<file path="config.mk">
export PLATFORM = sky130hd
export DESIGN_NAME = tpu_host_link
export DESIGN_NICKNAME = d
export VERILOG_FILES = /design/src/rtl/tpu_host_link.sv
export SDC_FILE = /design/constraint.sdc
export NUM_CORES = 1
export LEC_CHECK = 0
export ABC_AREA = 1
export BUFFER_PORTS_ARGS = -buffer_cell sky130_fd_sc_hd__buf_2
export CAP_MARGIN = 20
export CORE_ASPECT_RATIO = 0.6
export CORE_MARGIN = 4
export CORE_UTILIZATION = 45
export DETAILED_ROUTE_END_ITERATION = 10
export HOLD_SLACK_MARGIN = 0.02
export PLACE_DENSITY = 0.71
export SLEW_MARGIN = 30
export SYNTH_ARGS = -nofsm -noshare
export SYNTH_HDL_FRONTEND = slang
export SYNTH_SLANG_ARGS = --single-unit
</file>
<file path="constraint.sdc">
create_clock -name clk -period 1.75 [get_ports clk]
set_input_delay 0.175 -clock clk [delete_from_list [all_inputs] [get_ports clk]]
set_output_delay 0.175 -clock clk [all_outputs]
set_load 0.05 [all_outputs]
</file>
<file path="src/rtl/tpu_host_link.sv">
`default_nettype none
// ============================================================================
// tpu_host_link -- host-side pin driver for tt_um_tpu: strobed command
// transfers on ui/uio, busy wait, uo readout stream.            rev 1.0
// ============================================================================
module tpu_host_link #(
    parameter int STRB_CYCLES = 2,
    parameter int READ_LAT    = 2,
    parameter int TIMEOUT     = 1024,
    parameter int SYNC_STAGES = 2
) (
    input  logic       clk,
    input  logic       rst,
    input  logic       cmd_valid,
    output logic       cmd_ready,
    input  logic [2:0] cmd_op,
    input  logic [7:0] cmd_data,
    output logic       rsp_valid,
    input  logic       rsp_ready,
    output logic [7:0] rsp_data,
    output logic       timeout_err,
    output logic       idle,
    output logic [7:0] pin_ui,
    output logic [7:0] pin_uio_out,
    output logic [7:0] pin_uio_oe,
    input  logic [7:0] pin_uo,
    input  logic [7:0] pin_uio_in
);

    localparam logic [2:0] OP_LOAD_A = 3'd1;
    localparam logic [2:0] OP_LOAD_B = 3'd2;
    localparam logic [2:0] OP_START  = 3'd3;
    localparam logic [2:0] OP_READ   = 3'd4;

    localparam int MAX_A   = (TIMEOUT > READ_LAT) ? TIMEOUT : READ_LAT;
    localparam int MAX_B   = (STRB_CYCLES > SYNC_STAGES) ? STRB_CYCLES : SYNC_STAGES;
    localparam int CNT_MAX = (MAX_A > MAX_B) ? MAX_A : MAX_B;
    localparam int CNT_W   = $clog2(CNT_MAX + 1);

    localparam logic [CNT_W-1:0] CNT_SAT   = CNT_W'(CNT_MAX);
    localparam logic [CNT_W-1:0] STRB_LAST = CNT_W'(STRB_CYCLES - 1);
    localparam logic [CNT_W-1:0] RD_LAST   = CNT_W'(READ_LAT - 1);
    localparam logic [CNT_W-1:0] TO_LAST   = CNT_W'(TIMEOUT - 1);
    localparam logic [CNT_W-1:0] SYNC_MIN  = CNT_W'(SYNC_STAGES);

    typedef enum logic [2:0] {
        S_IDLE      = 3'd0,
        S_SETUP     = 3'd1,
        S_STROBE    = 3'd2,
        S_GAP       = 3'd3,
        S_WAIT_BUSY = 3'd4,
        S_READ_WAIT = 3'd5,
        S_RESP      = 3'd6
    } state_t;

    state_t                 state_q;
    logic [2:0]             op_q;
    logic [7:0]             data_q;
    logic                   strobe_q;
    logic [CNT_W-1:0]       cnt_q;
    logic [SYNC_STAGES-1:0] sync_q;
    logic                   rsp_valid_q;
    logic [7:0]             rsp_data_q;
    logic                   timeout_q;
    logic                   cmd_ready_q;
    logic                   idle_q;

    logic w_busy_s;
    logic w_real_op;
    logic w_unused_uio;

    assign w_busy_s     = sync_q[SYNC_STAGES-1];
    assign w_real_op    = (cmd_op >= OP_LOAD_A) && (cmd_op <= OP_READ);
    assign w_unused_uio = ^pin_uio_in[6:0];

    function automatic logic [CNT_W-1:0] sat_inc(input logic [CNT_W-1:0] v);
        return (v == CNT_SAT) ? v : v + 1'b1;
    endfunction

    always_ff @(posedge clk) begin
        if (rst) begin
            sync_q <= '0;
        end else begin
            sync_q <= {sync_q[SYNC_STAGES-2:0], pin_uio_in[7]};
        end
    end

    always_ff @(posedge clk) begin
        if (rst) begin
            state_q     <= S_IDLE;
            op_q        <= 3'd0;
            data_q      <= 8'h00;
            strobe_q    <= 1'b0;
            cnt_q       <= '0;
            rsp_valid_q <= 1'b0;
            rsp_data_q  <= 8'h00;
            timeout_q   <= 1'b0;
            cmd_ready_q <= 1'b0;
            idle_q      <= 1'b0;
        end else begin
            case (state_q)
                S_IDLE: begin
                    cmd_ready_q <= 1'b1;
                    idle_q      <= 1'b1;
                    // NOP and reserved opcodes are accepted but leave the pins untouched
                    if (cmd_valid && cmd_ready_q && w_real_op) begin
                        op_q        <= cmd_op;
                        data_q      <= (cmd_op == OP_LOAD_A || cmd_op == OP_LOAD_B) ? cmd_data : 8'h00;
                        cmd_ready_q <= 1'b0;
                        idle_q      <= 1'b0;
                        state_q     <= S_SETUP;
                    end
                end
                S_SETUP: begin
                    strobe_q <= 1'b1;
                    cnt_q    <= '0;
                    state_q  <= S_STROBE;
                end
                S_STROBE: begin
                    if (cnt_q == STRB_LAST) begin
                        strobe_q <= 1'b0;
                        state_q  <= S_GAP;
                    end else begin
                        cnt_q <= sat_inc(cnt_q);
                    end
                end
                S_GAP: begin
                    cnt_q <= '0;
                    if (op_q == OP_START) begin
                        state_q <= S_WAIT_BUSY;
                    end else if (op_q == OP_READ) begin
                        state_q <= S_READ_WAIT;
                    end else begin
                        cmd_ready_q <= 1'b1;
                        idle_q      <= 1'b1;
                        state_q     <= S_IDLE;
                    end
                end
                S_WAIT_BUSY: begin
                    // Minimum dwell lets the synchroniser reflect the chip's busy response
                    if (cnt_q >= SYNC_MIN && !w_busy_s) begin
                        cmd_ready_q <= 1'b1;
                        idle_q      <= 1'b1;
                        state_q     <= S_IDLE;
                    end else if (cnt_q == TO_LAST) begin
                        timeout_q   <= 1'b1;
                        cmd_ready_q <= 1'b1;
                        idle_q      <= 1'b1;
                        state_q     <= S_IDLE;
                    end else begin
                        cnt_q <= sat_inc(cnt_q);
                    end
                end
                S_READ_WAIT: begin
                    if (cnt_q == RD_LAST) begin
                        rsp_data_q  <= pin_uo;
                        rsp_valid_q <= 1'b1;
                        state_q     <= S_RESP;
                    end else begin
                        cnt_q <= sat_inc(cnt_q);
                    end
                end
                S_RESP: begin
                    if (rsp_ready) begin
                        rsp_valid_q <= 1'b0;
                        cmd_ready_q <= 1'b1;
                        idle_q      <= 1'b1;
                        state_q     <= S_IDLE;
                    end
                end
                default: begin
                    state_q <= S_IDLE;
                end
            endcase
        end
    end

    assign cmd_ready   = cmd_ready_q;
    assign rsp_valid   = rsp_valid_q;
    assign rsp_data    = rsp_data_q;
    assign timeout_err = timeout_q;
    assign idle        = idle_q;
    assign pin_ui      = data_q;
    assign pin_uio_out = {4'h0, strobe_q, op_q};
    assign pin_uio_oe  = 8'h0F;

endmodule
`default_nettype wire

</file>
# Yosys cells after proc, flatten, opt, wreduce, memory -nomap -nowiden
# Cells that the tools add are included.
# word_totals
elab_cells	86
input_bits	31
ff_bits	39
out_inout_bits	36
# op_classes
n_lt_le_gt_ge	3
bitwise	1
n_mux	27
n_reduce_logical	21
eq_ne	23
n_addsub	1
# op_table
cell	count
$mux 11	4
$pmux 11 s3	1
$mux 3	8
$pmux 3 s7	1
$ne 2x2->1 const B	9
$eq 3x2->1 const B	4
$eq 3x3->1 const B	4
$add 11x1->11 const B	1
$eq 11x1->1 const B	1
$eq 11x10->1 const B	1
$eq 11x11->1 const B	1
$ge 11x2->1 const B	1
$reduce_and 5->1	2
$mux 1	9
$mux 8	1
$eq 3x1->1 const B	2
$reduce_and 2->1	3
$reduce_and 3->1	2
$logic_and 1x1->1	4
$pmux 1 s2	2
$pmux 1 s4	1
$reduce_and 4->1	1
$reduce_bool 2->1	2
$reduce_bool 4->1	1
other kinds (9)	10

# Longest topological paths before layout
# Gate-level depths: netlist of the first run.
# depth
word_depth	5
depth_mapped	12
ltp_nobuf	12

# Least setup slack after synthesis of the first run
# Ideal clock, no wire load.
# synth_timing
path_type	register to register
start	reg cnt_q[0]
end	reg cnt_q[9]
setup_ps	115
stages_incl_launch_ff	12
n_path_buf	1
t_arrival_ps	1438
path_slack_ps	197
cell_sequence	dfxtp_1 > ha_1 > nand3_1 > inv_1 > nand2_1 > nor2_2 > nand3_1 > nand2_1 > inv_2 > clkbuf_8 > a21oi_1 > nor2_1
# synth_between
elab_chain_len	5
elab_cells_between_ends	15
cone_classes	add/sub (1); order compare (1); eq/ne (6); mux (5); reduce/logical (2)
# synth_lines
element	line	text
from (decl)	60	logic [CNT_W-1:0] cnt_q;
from (signal assigned)	124	cnt_q <= sat_inc(cnt_q);
from (signal assigned)	151	cnt_q <= sat_inc(cnt_q);
from (signal assigned)	160	cnt_q <= sat_inc(cnt_q);
$add 11x1->11 or $eq 11x11->1 (tied branches)	77	return (v == CNT_SAT) ? v : v + 1'b1;
$mux 11	77	
$mux 11	145	end else if (cnt_q == TO_LAST) begin
$mux 11	141	if (cnt_q >= SYNC_MIN && !w_busy_s) begin
$pmux 11 s3	101	case (state_q)
# Several ways; a longest one is shown, not always the timed one. The select of a mux whose other input is x is not followed.
# A chain may end at the register's enable or synchronous reset.

# Worst setup path after layout of the first run
# layout_timing
start	reg cnt_q[4]
end	reg cnt_q[10]
# Same word-level chain as after synthesis.

==> flow_summary.json, run 1 <==
{
  "finalNonFillerCells": 448,
  "insertion_delay_ns": 0.29,
  "yosysSeqAreaShare": 0.357,
  "crit_type": "flip-flop to flip-flop",
  "fin_setup_tns_ns": 0,
  "fp.dieH_um": 62,
  "yosysWarnings": 0,
  "seqCellArea_um2": 788,
  "cp.required_ns": 1.93,
  "max-clock-path-buffers": 2,
  "hold_class": "input port to flip-flop",
  "final.setup_skew_ns": 0.00532,
  "gp_congestion": 0.863,
  "globalRouteOverflowTotal": 0,
  "rows": 19,
  "cts_buffers": 5,
  "drv_cap": 0,
  "slew_headroom": 0.648,
  "startpoint": "cnt_q[4]$_SDFFE_PP0P_",
  "postCtsSetupBuffers": 0,
  "cts_hold_buf": 0,
  "die_area_um2": 6080,
  "stdcell_area_um2": 2570,
  "die_width_um": 98,
  "crit_path_end": "cnt_q[10]$_SDFFE_PP0P_",
  "post-route-drc-count": 0,
  "rr_worst_depth": 11,
  "p_per_area_nw_per_um2": 1180,
  "via_per_inst": 4.71,
  "port_buffers": 47,
  "min_period_ns": 1.62,
  "run_status": "finished, final reports clean",
  "r2r_slack_ns": 0.13,
  "r2r_end": "cnt_q[10]$_SDFFE_PP0P_",
  "dpl_worst_slack_ns": 0.0609,
  "finalHoldViolCount": 0,
  "synth-seq-cells": 39,
  "cts_resized": 0,
  "grt_pass1_vias": 1829,
  "hold_ws_ns": 0.0949,
  "htreeDepth": 2,
  "fin_crit_sh": 0.924,
  "routed_wl_um": 4900,
  "drive_above_1_share": 0.234,
  "max_freq_ghz": 0.618,
  "setup_slack_ns": 0.133,
  "area_growth_syn_to_layout_pct": 17.4,
  "vias": 2108,
  "dpl.cell_count": 440,
  "multi_input_area_um2": 1110,
  "cp-end-kind": "flip-flop",
  "ys_types": 28,
  "dr.pass1.iters": 4,
  "clk_pin_slew_worst_paths_ns": 0.08,
  "core_um2": 4640,
  "cts.sinks": 39,
  "syn_avg_cell_area_um2": 6.61,
  "antenna_found_initial": 0,
  "rsz0062_at_grt": "true",
  "worst_pin_slew_ns": 0.527,
  "drtIter0Drc": 105,
  "grt_max_degree": 23,
  "fillCellCount": 484,
  "grt_pass1_wl_um": 8150,
  "ant_nets": 0,
  "dp_hpwl_um": 3680,
  "critPathLaunchType": "flip-flop",
  "synthCells": 331,
  "cts_root_buf": "clkbuf_8",
  "diodes": 0,
  "final-setup-viol-count": 0,
  "start_util": 0.472,
  "wl_per_cell_um": 10.9,
  "syn-cell-area_um2": 2190,
  "post_dp_cell_area_um2": 2450,
  "cts_tree": "built",
  "crit_arrival_ns": 1.79,
  "cp_max_fo": 7,
  "p_leak_uw": 0.00121,
  "ioPinCount": 67,
  "grt_usage": 0.166,
  "vdd_drop_max_mv": 0.699,
  "r2r-start": "cnt_q[4]$_SDFFE_PP0P_",
  "nets": 419,
  "slew_viol_final": 0
}
## per-stage QoR
stage,total power [uW],util
5_1_grt,3270,0.554
3_3_place_gp,2410,0.529
6_report,3030,0.554
4_1_cts,3010,0.547
3_5_place_dp,2420,0.529
2_1_floorplan,2160,-
## layer usage
| metal | track usage | up-vias | part of all wire |
|---|---|---|---|
| li1 | - | 1120 | - |
| met1 | 0.239 | 936 | 0.51 |
| met2 | 0.248 | 50 | 0.42 |
| met3 | 0.0535 | 2 | 0.069 |
| met4 | 0.0296 | 0 | 0.0020 |
| met5 | 0 | - | 0 |
## Yosys cell counts, drive strengths merged
cell    instances  area share
nand2          67        0.12
nor2           49       0.091
inv            46       0.079
dfxtp          39        0.36
nand3          31       0.073
o21ai          31       0.071
a21oi          25       0.057
buf            22       0.076
nor3            6       0.016
ha              4       0.023
clkbuf          2      0.0080
conb            2      0.0034
a31oi           1      0.0029
nand3b          1      0.0034
nand4           1      0.0029
nor3b           1      0.0034
o22ai           1      0.0029
xnor2           1      0.0040
xor2            1      0.0040
## layout by cell type, fill, tap and decap left out, drive strengths merged, types with 12 or more instances in the layout
| cell type | Yosys | final |
|---|---|---|
| buf | 22 | 60 |
| conb | 2 | 12 |
| o21ai | 31 | 31 |
| a21oi | 25 | 25 |
| nand2 | 67 | 67 |
| nor2 | 49 | 49 |
| inv | 46 | 46 |
| dfxtp | 39 | 39 |
| nand3 | 31 | 31 |
## cells by family (layout without fill, tap and decap cells)
group / after synthesis / count (layout) / share of synthesized area
AO/OA/AOI/OAI: 58 / 58 / 0.134
other: 2 / 12 / 0.00343
AND/OR/NAND/NOR: 156 / 156 / 0.312
adder cells (fa/ha/maj): 4 / 4 / 0.0229
buffers and inverters: 70 / 114 / 0.163
flip-flops: 39 / 39 / 0.357
XOR/XNOR: 2 / 2 / 0.00801
## worst max-delay path: stages (launching register included)
cell,delay [ns]
dfxtp_1,0.38
nor2_1,0.14
nand2_1,0.11
nor2_1,0.18
nand2_1,0.11
nand3_1,0.08
nand2_1,0.06
inv_2,0.10
buf_4,0.15
nand3_1,0.08
nand2_1,0.08
nor2_1,0.04
## power by group
group	switching (uW)	internal (uW)	leakage [uW]
clock	305	278	0.0000412
sequential	117	1010	0.000319
combinational	907	416	0.000851
## sequential cells by signal, indices dropped and copies added (netlist names)
signal / cells
state_q: 3
strobe_q: 1
pin_ui: 8
rsp_data: 8
op_q: 3
timeout_err: 1
cnt_q: 11
sync_q: 2
rsp_valid: 1
idle: 1
## worst min-delay path by stage
stage                  start               endpoint  slack (ns)  cells past startpoint
3_5_place_dp   pin_uio_in[7]   sync_q[0]$_SDFF_PP0_        0.40                      3
2_1_floorplan            rst  cnt_q[2]$_SDFFE_PP0P_        0.24                      1
3_3_place_gp   pin_uio_in[7]   sync_q[0]$_SDFF_PP0_        0.39                      3
5_1_grt        pin_uio_in[7]   sync_q[0]$_SDFF_PP0_        0.09                      3
6_report       pin_uio_in[7]   sync_q[0]$_SDFF_PP0_        0.09                      3
4_1_cts        pin_uio_in[7]   sync_q[0]$_SDFF_PP0_        0.09                      3
## area by class of cell
class                           instances  share of cell area
Inverter                               46              0.0673
Clock buffer                            6              0.0283
Tap cell                               63              0.0307
Clock inverter                          2             0.00487
Multi-Input combinational cell        232               0.432
Sequential cell                        39               0.307
Timing Repair Buffer                   60               0.130
Power figures use the tool's default switching activity.
==> inputs of run 2 (changes only) <==
--- a/config.mk
+++ b/config.mk
@@ -12,8 +12,10 @@
 export CORE_MARGIN = 4
 export CORE_UTILIZATION = 45
 export DETAILED_ROUTE_END_ITERATION = 10
+export GPL_TIMING_DRIVEN = 1
 export HOLD_SLACK_MARGIN = 0.02
 export PLACE_DENSITY = 0.71
+export REMOVE_ABC_BUFFERS = 1
 export SLEW_MARGIN = 30
 export SYNTH_ARGS = -nofsm -noshare
 export SYNTH_HDL_FRONTEND = slang
==> flow_summary.json, run 2 (synthesized netlist as in run 1, its figures left out) <==
{
  "cp.required_ns": 1.92,
  "r2r-start": "cnt_q[1]$_SDFFE_PP0P_",
  "max-clock-path-buffers": 2,
  "post-route-drc-count": 0,
  "fp.dieH_um": 62,
  "drv_cap": 0,
  "worst_pin_slew_ns": 0.509,
  "cp_max_fo": 7,
  "diodes": 0,
  "finalCoreUtilization": 0.579,
  "die_area_um2": 6080,
  "final_common_cell": "nand2_1",
  "vias": 2101,
  "slowest_stage": "dfxtp_4",
  "final-setup-viol-count": 0,
  "setup_slack_ns": 0.0571,
  "use_met2": 0.250,
  "crit_arrival_ns": 1.87,
  "final.setup_skew_ns": 0.00374,
  "hold_class": "input port to flip-flop",
  "area_growth_syn_to_layout_pct": 22.8,
  "dp_hpwl_um": 3690,
  "start_util": 0.472,
  "stdcell_area_um2": 2690,
  "ant_nets": 0,
  "nets": 419,
  "clk_pin_slew_worst_paths_ns": 0.07,
  "largest_reg_flops": 11,
  "startpoint": "cnt_q[1]$_SDFFE_PP0P_",
  "insertion_delay_ns": 0.29,
  "gp_congestion": 0.881,
  "r2r_end": "cnt_q[1]$_SDFFE_PP0P_",
  "r2r_slack_ns": 0.06,
  "die_width_um": 98,
  "cts_root_buf": "clkbuf_8",
  "min_period_ns": 1.69,
  "pwr-share-comb": 0.425,
  "holdCritStartpoint": "pin_uio_in[7]",
  "grt_pass1_wl_um": 8070,
  "ioPinCount": 67,
  "cts_buffers": 5,
  "vdd_drop_max_mv": 0.553,
  "p_leak_uw": 0.00126,
  "largest_register": "cnt_q",
  "fillCellCount": 442,
  "drive_above_1_share": 0.252,
  "use_met1": 0.237,
  "core_um2": 4640,
  "seq_power_share": 0.326,
  "worstPathCellList": "inv_1 > ha_1 > nand2_1 > nor2_4 > nand3_2 > nand2_2 > nor2_4 > buf_4 > nand3_1 > nand2_1 > nor2_1",
  "post_dp_cell_area_um2": 2430,
  "rr_worst_depth": 11,
  "power.share.switching": 0.402,
  "fin_crit_sh": 0.967,
  "port_buffers": 47,
  "top_usage_layer": "met2",
  "htreeDepth": 2,
  "drtIter0Drc": 107,
  "p_int_uw": 2110,
  "cp-end-kind": "flip-flop",
  "wl_per_cell_um": 11.5,
  "hold_end": "sync_q[0]$_SDFF_PP0_",
  "routed_wl_um": 5130,
  "layout_common_cells": "nand2_1, buf_2, nor2_1",
  "cp_top_family": "simple AND/OR/NAND/NOR gates",
  "finalHoldViolCount": 0,
  "power_switching_uw": 1420,
  "grt_pass1_vias": 1814,
  "grt_max_degree": 23,
  "cts.sinks": 39,
  "globalRouteOverflowTotal": 0,
  "min_path_cells": 3,
  "dr.pass1.iters": 4,
  "cts_tree": "built",
  "crit_type": "flip-flop to flip-flop",
  "max_freq_ghz": 0.591,
  "rows": 19,
  "critPathLaunchType": "flip-flop",
  "cp_num_buf_inv": 2,
  "p_per_area_nw_per_um2": 1310,
  "pwr-share-clk": 0.249,
  "grt_usage": 0.165,
  "run_status": "finished, final reports clean",
  "via_per_inst": 4.69,
  "antenna_found_initial": 0,
  "slew_headroom": 0.660,
  "slew_viol_final": 0,
  "met3_usage": 0.0491,
  "max_stage_delay_ns": 0.39,
  "dpl_worst_slack_ns": 0.0474
}
-- run 2: changes by cell type in the layout (fill, tap and decap cells not counted), sizes merged --
| cell | previous run | this run |
|---|---|---|
| clkinv | 1 | 0 |
| clkinvlp | 1 | 0 |
| bufinv | 0 | 2 |
-- run 2: worst min-delay path, cell delays in order --
cell    delay (ns)
buf_2         0.09
inv_1         0.04
nor2_1        0.03
-- run 2: how the worst max path moves through the flow --
stage / slack (ns) / cells after the start / to
5_1_grt: -0.04 / 12 / cnt_q[1]$_SDFFE_PP0P_
4_1_cts: 0.03 / 12 / cnt_q[1]$_SDFFE_PP0P_
2_1_floorplan: -0.46 / 6 / pin_ui[0]$_SDFFE_PP0P_
3_5_place_dp: 0.05 / 12 / cnt_q[1]$_SDFFE_PP0P_
3_3_place_gp: 0.1 / 11 / cnt_q[9]$_SDFFE_PP0P_
6_report: 0.06 / 11 / cnt_q[1]$_SDFFE_PP0P_
-- run 2: metal layers --
layer | part of all wire | routed length (um)
met4 | 0.0037 | 19
met2 | 0.40 | 2070
met5 | 0 | 0
met1 | 0.50 | 2570
met3 | 0.091 | 469
-- run 2: metrics by stage --
stage	instances	total power, uW	hold WS [ns]	setup TNS (ns)
3_5_place_dp	437	2400	0.386	0
2_1_floorplan	317	2070	0.244	-4.81
6_report	448	3520	0.0897	0
3_3_place_gp	437	2390	0.378	0
5_1_grt	448	3770	0.100	-0.285
4_1_cts	445	3290	0.0848	0
-- run 2: what timing repair did --
action | CTS | global route
hold buffers | 0 | 0
resized for setup | 0 | 23
setup endpoints to repair | 0 | 13
setup buffers | 0 | 3
-- run 2: power groups by stage --
stage	combinational, uW	sequential, uW	clock, uW
2_1_floorplan	742	1320	0
3_3_place_gp	1250	1130	0
3_5_place_dp	1270	1130	0
4_1_cts	1280	1110	894
5_1_grt	1670	1160	939
6_report	1500	1150	876
-- run 2: layout make-up --
class	count	area, um2	share of cell area
clock inverter	2	60.1	0.0224
clock buffer	6	72.6	0.0270
tap	63	78.8	0.0294
inverter	46	175	0.0652
multi-input combinational	232	1160	0.431
sequential	39	792	0.295
timing repair buffer	60	349	0.130
==> inputs of run 3 (changes only) <==
--- a/config.mk
+++ b/config.mk
@@ -10,11 +10,11 @@
 export CAP_MARGIN = 20
 export CORE_ASPECT_RATIO = 0.6
 export CORE_MARGIN = 4
-export CORE_UTILIZATION = 45
+export CORE_UTILIZATION = 51
 export DETAILED_ROUTE_END_ITERATION = 10
 export GPL_TIMING_DRIVEN = 1
 export HOLD_SLACK_MARGIN = 0.02
-export PLACE_DENSITY = 0.71
+export PLACE_DENSITY = 0.88
 export REMOVE_ABC_BUFFERS = 1
 export SLEW_MARGIN = 30
 export SYNTH_ARGS = -nofsm -noshare
==> constraint.sdc (replaced) <==
create_clock -name clk -period 1.8 [get_ports clk]
set_input_delay 0.18 -clock clk [delete_from_list [all_inputs] [get_ports clk]]
set_output_delay 0.18 -clock clk [all_outputs]
set_load 0.05 [all_outputs]
==> flow_summary.json, run 3 (synthesized netlist as in run 1, its figures left out) <==
{
  "min_period_ns": 1.67,
  "finalNonFillerCells": 443,
  "min_path_cells": 3,
  "vias": 2147,
  "max_stage_delay_ns": 0.37,
  "dpl.cell_count": 432,
  "pwr-share-comb": 0.438,
  "cp_common_cell": "nand3_1",
  "cts_tree": "built",
  "wl_per_cell_um": 11.2,
  "drv_cap": 0,
  "diodes": 0,
  "grt_pass1_wl_um": 8290,
  "clk_pin_slew_worst_paths_ns": 0.07,
  "p_int_uw": 1700,
  "seq_power_share": 0.367,
  "cts.sinks": 39,
  "gp_congestion": 0.880,
  "routed_wl_um": 4980,
  "slowest_stage": "dfxtp_2",
  "multi_input_area_um2": 1090,
  "cp.required_ns": 2.01,
  "post_dp_cell_area_um2": 2410,
  "start_util": 0.531,
  "finalHoldViolCount": 0,
  "htreeDepth": 2,
  "max_freq_ghz": 0.598,
  "insertion_delay_ns": 0.28,
  "ant_nets": 0,
  "grt_usage": 0.190,
  "dr.pass1.iters": 4,
  "final-setup-viol-count": 0,
  "dp_hpwl_um": 3710,
  "final_common_cell": "nand2_1",
  "fin_crit_sh": 0.929,
  "area_growth_syn_to_layout_pct": 16.2,
  "largest_register": "cnt_q",
  "rows": 18,
  "cp_num_buf_inv": 2,
  "nets": 418,
  "power.share.switching": 0.433,
  "slew_headroom": 0.659,
  "p_per_area_nw_per_um2": 1180,
  "globalRouteOverflowTotal": 0,
  "crit_type": "flip-flop to flip-flop",
  "largest_reg_flops": 11,
  "worstPathCellList": "inv_1 > ha_1 > nand2_1 > nor2_2 > nand3_1 > nand2_2 > nor2_4 > buf_4 > nand3_1 > a21oi_1",
  "port_buffers": 47,
  "critPathLaunchType": "flip-flop",
  "core_um2": 4120,
  "hold_class": "input port to flip-flop",
  "drive_above_1_share": 0.227,
  "antenna_found_initial": 0,
  "r2r-start": "cnt_q[1]$_SDFFE_PP0P_",
  "path_depth": 10,
  "grt_pass1_vias": 1917,
  "worst_pin_slew_ns": 0.511,
  "die_area_um2": 5430,
  "r2r_slack_ns": 0.13,
  "holdCritStartpoint": "pin_uio_in[7]",
  "grt_max_degree": 23,
  "final.setup_skew_ns": 0.00391,
  "seqCellArea_um2": 788,
  "layout_common_cells": "nand2_1, buf_2, nor2_1",
  "rr_worst_depth": 10,
  "power_switching_uw": 1290,
  "via_per_inst": 4.85,
  "vdd_drop_max_mv": 0.586,
  "cts_buffers": 5,
  "run_status": "finished, final reports clean",
  "fp.dieH_um": 58.7,
  "drtIter0Drc": 132,
  "post-route-drc-count": 0,
  "cts_root_buf": "clkbuf_8",
  "p_leak_uw": 0.00122,
  "cp_max_fo": 7,
  "r2r_end": "cnt_q[7]$_SDFFE_PP0P_",
  "stdcell_area_um2": 2540,
  "max-clock-path-buffers": 2,
  "ioPinCount": 67,
  "crit_arrival_ns": 1.88,
  "cp_top_family": "simple AND/OR/NAND/NOR gates",
  "fillCellCount": 397,
  "slew_viol_final": 0,
  "pwr-share-clk": 0.195,
  "die_width_um": 92.5,
  "cp-end-kind": "flip-flop",
  "hold_end": "sync_q[0]$_SDFF_PP0_"
}
-- run 3: cell types whose count changed in the layout (fill, tap and decap cells not counted), sizes merged --
| cell | delta |
|---|---|
| clkinv | +1 |
| bufinv | -2 |
| buf | -1 |
-- run 3: per-layer routing --
metal	share of wire	routed length, um	GRT usage
met4	0.013	64	0.0592
met2	0.43	2140	0.304
met3	0.088	439	0.0587
met1	0.47	2330	0.248
met5	0	0	0
-- run 3: timing repair --
action,4_1_cts,5_1_grt
hold buffers,0,0
gates resized for setup,0,7
setup buffers,0,4
endpoints found under the setup margin,0,13
-- run 3: how the worst max path moves through the flow --
stage                                from                     end
floorplan               idle$_SDFFE_PP0P_  pin_ui[0]$_SDFFE_PP0P_
global placement    cnt_q[1]$_SDFFE_PP0P_   cnt_q[1]$_SDFFE_PP0P_
detailed placement  cnt_q[1]$_SDFFE_PP0P_  cnt_q[10]$_SDFFE_PP0P_
CTS                 cnt_q[1]$_SDFFE_PP0P_  cnt_q[10]$_SDFFE_PP0P_
global route        cnt_q[0]$_SDFFE_PP0P_   cnt_q[0]$_SDFFE_PP0P_
finish              cnt_q[1]$_SDFFE_PP0P_   cnt_q[7]$_SDFFE_PP0P_
-- run 3: layout make-up --
class | count | area share
clock buffer | 6 | 0.0325
clock inverter | 1 | 0.00197
inverter | 46 | 0.0679
multi-input combinational | 232 | 0.430
sequential | 39 | 0.310
tap | 60 | 0.0295
timing repair buffer | 59 | 0.128
-- run 3: through the flow --
step / power (uW) / hold WS, ns / setup TNS, ns / worst slack, ns / util
after detailed placement: 2310 / 0.388 / 0 / 0.0836 / 0.585
after global placement: 2270 / 0.385 / 0 / 0.130 / 0.585
after floorplan: 2010 / 0.249 / -4.23 / -0.410 / -
final: 2990 / 0.0933 / 0 / 0.128 / 0.617
after CTS: 2890 / 0.0873 / 0 / 0.0592 / 0.606
after global routing: 3190 / 0.103 / -0.0329 / -0.0252 / 0.617
-- run 3: power groups by stage --
stage	clock network (uW)	registers, uW	logic (uW)
after global routing	630	1110	1450
after detailed placement	0	1100	1210
after floorplan	0	1290	722
after CTS	599	1090	1210
after global placement	0	1100	1170
final	582	1100	1310
-- run 3: worst reg2reg max path, cell delays in order (launching register included) --
cell	delay, ns
dfxtp_2	0.37
inv_1	0.08
ha_1	0.18
nand2_1	0.07
nor2_2	0.05
nand3_1	0.12
nand2_2	0.08
nor2_4	0.23
buf_4	0.19
nand3_1	0.07
a21oi_1	0.16
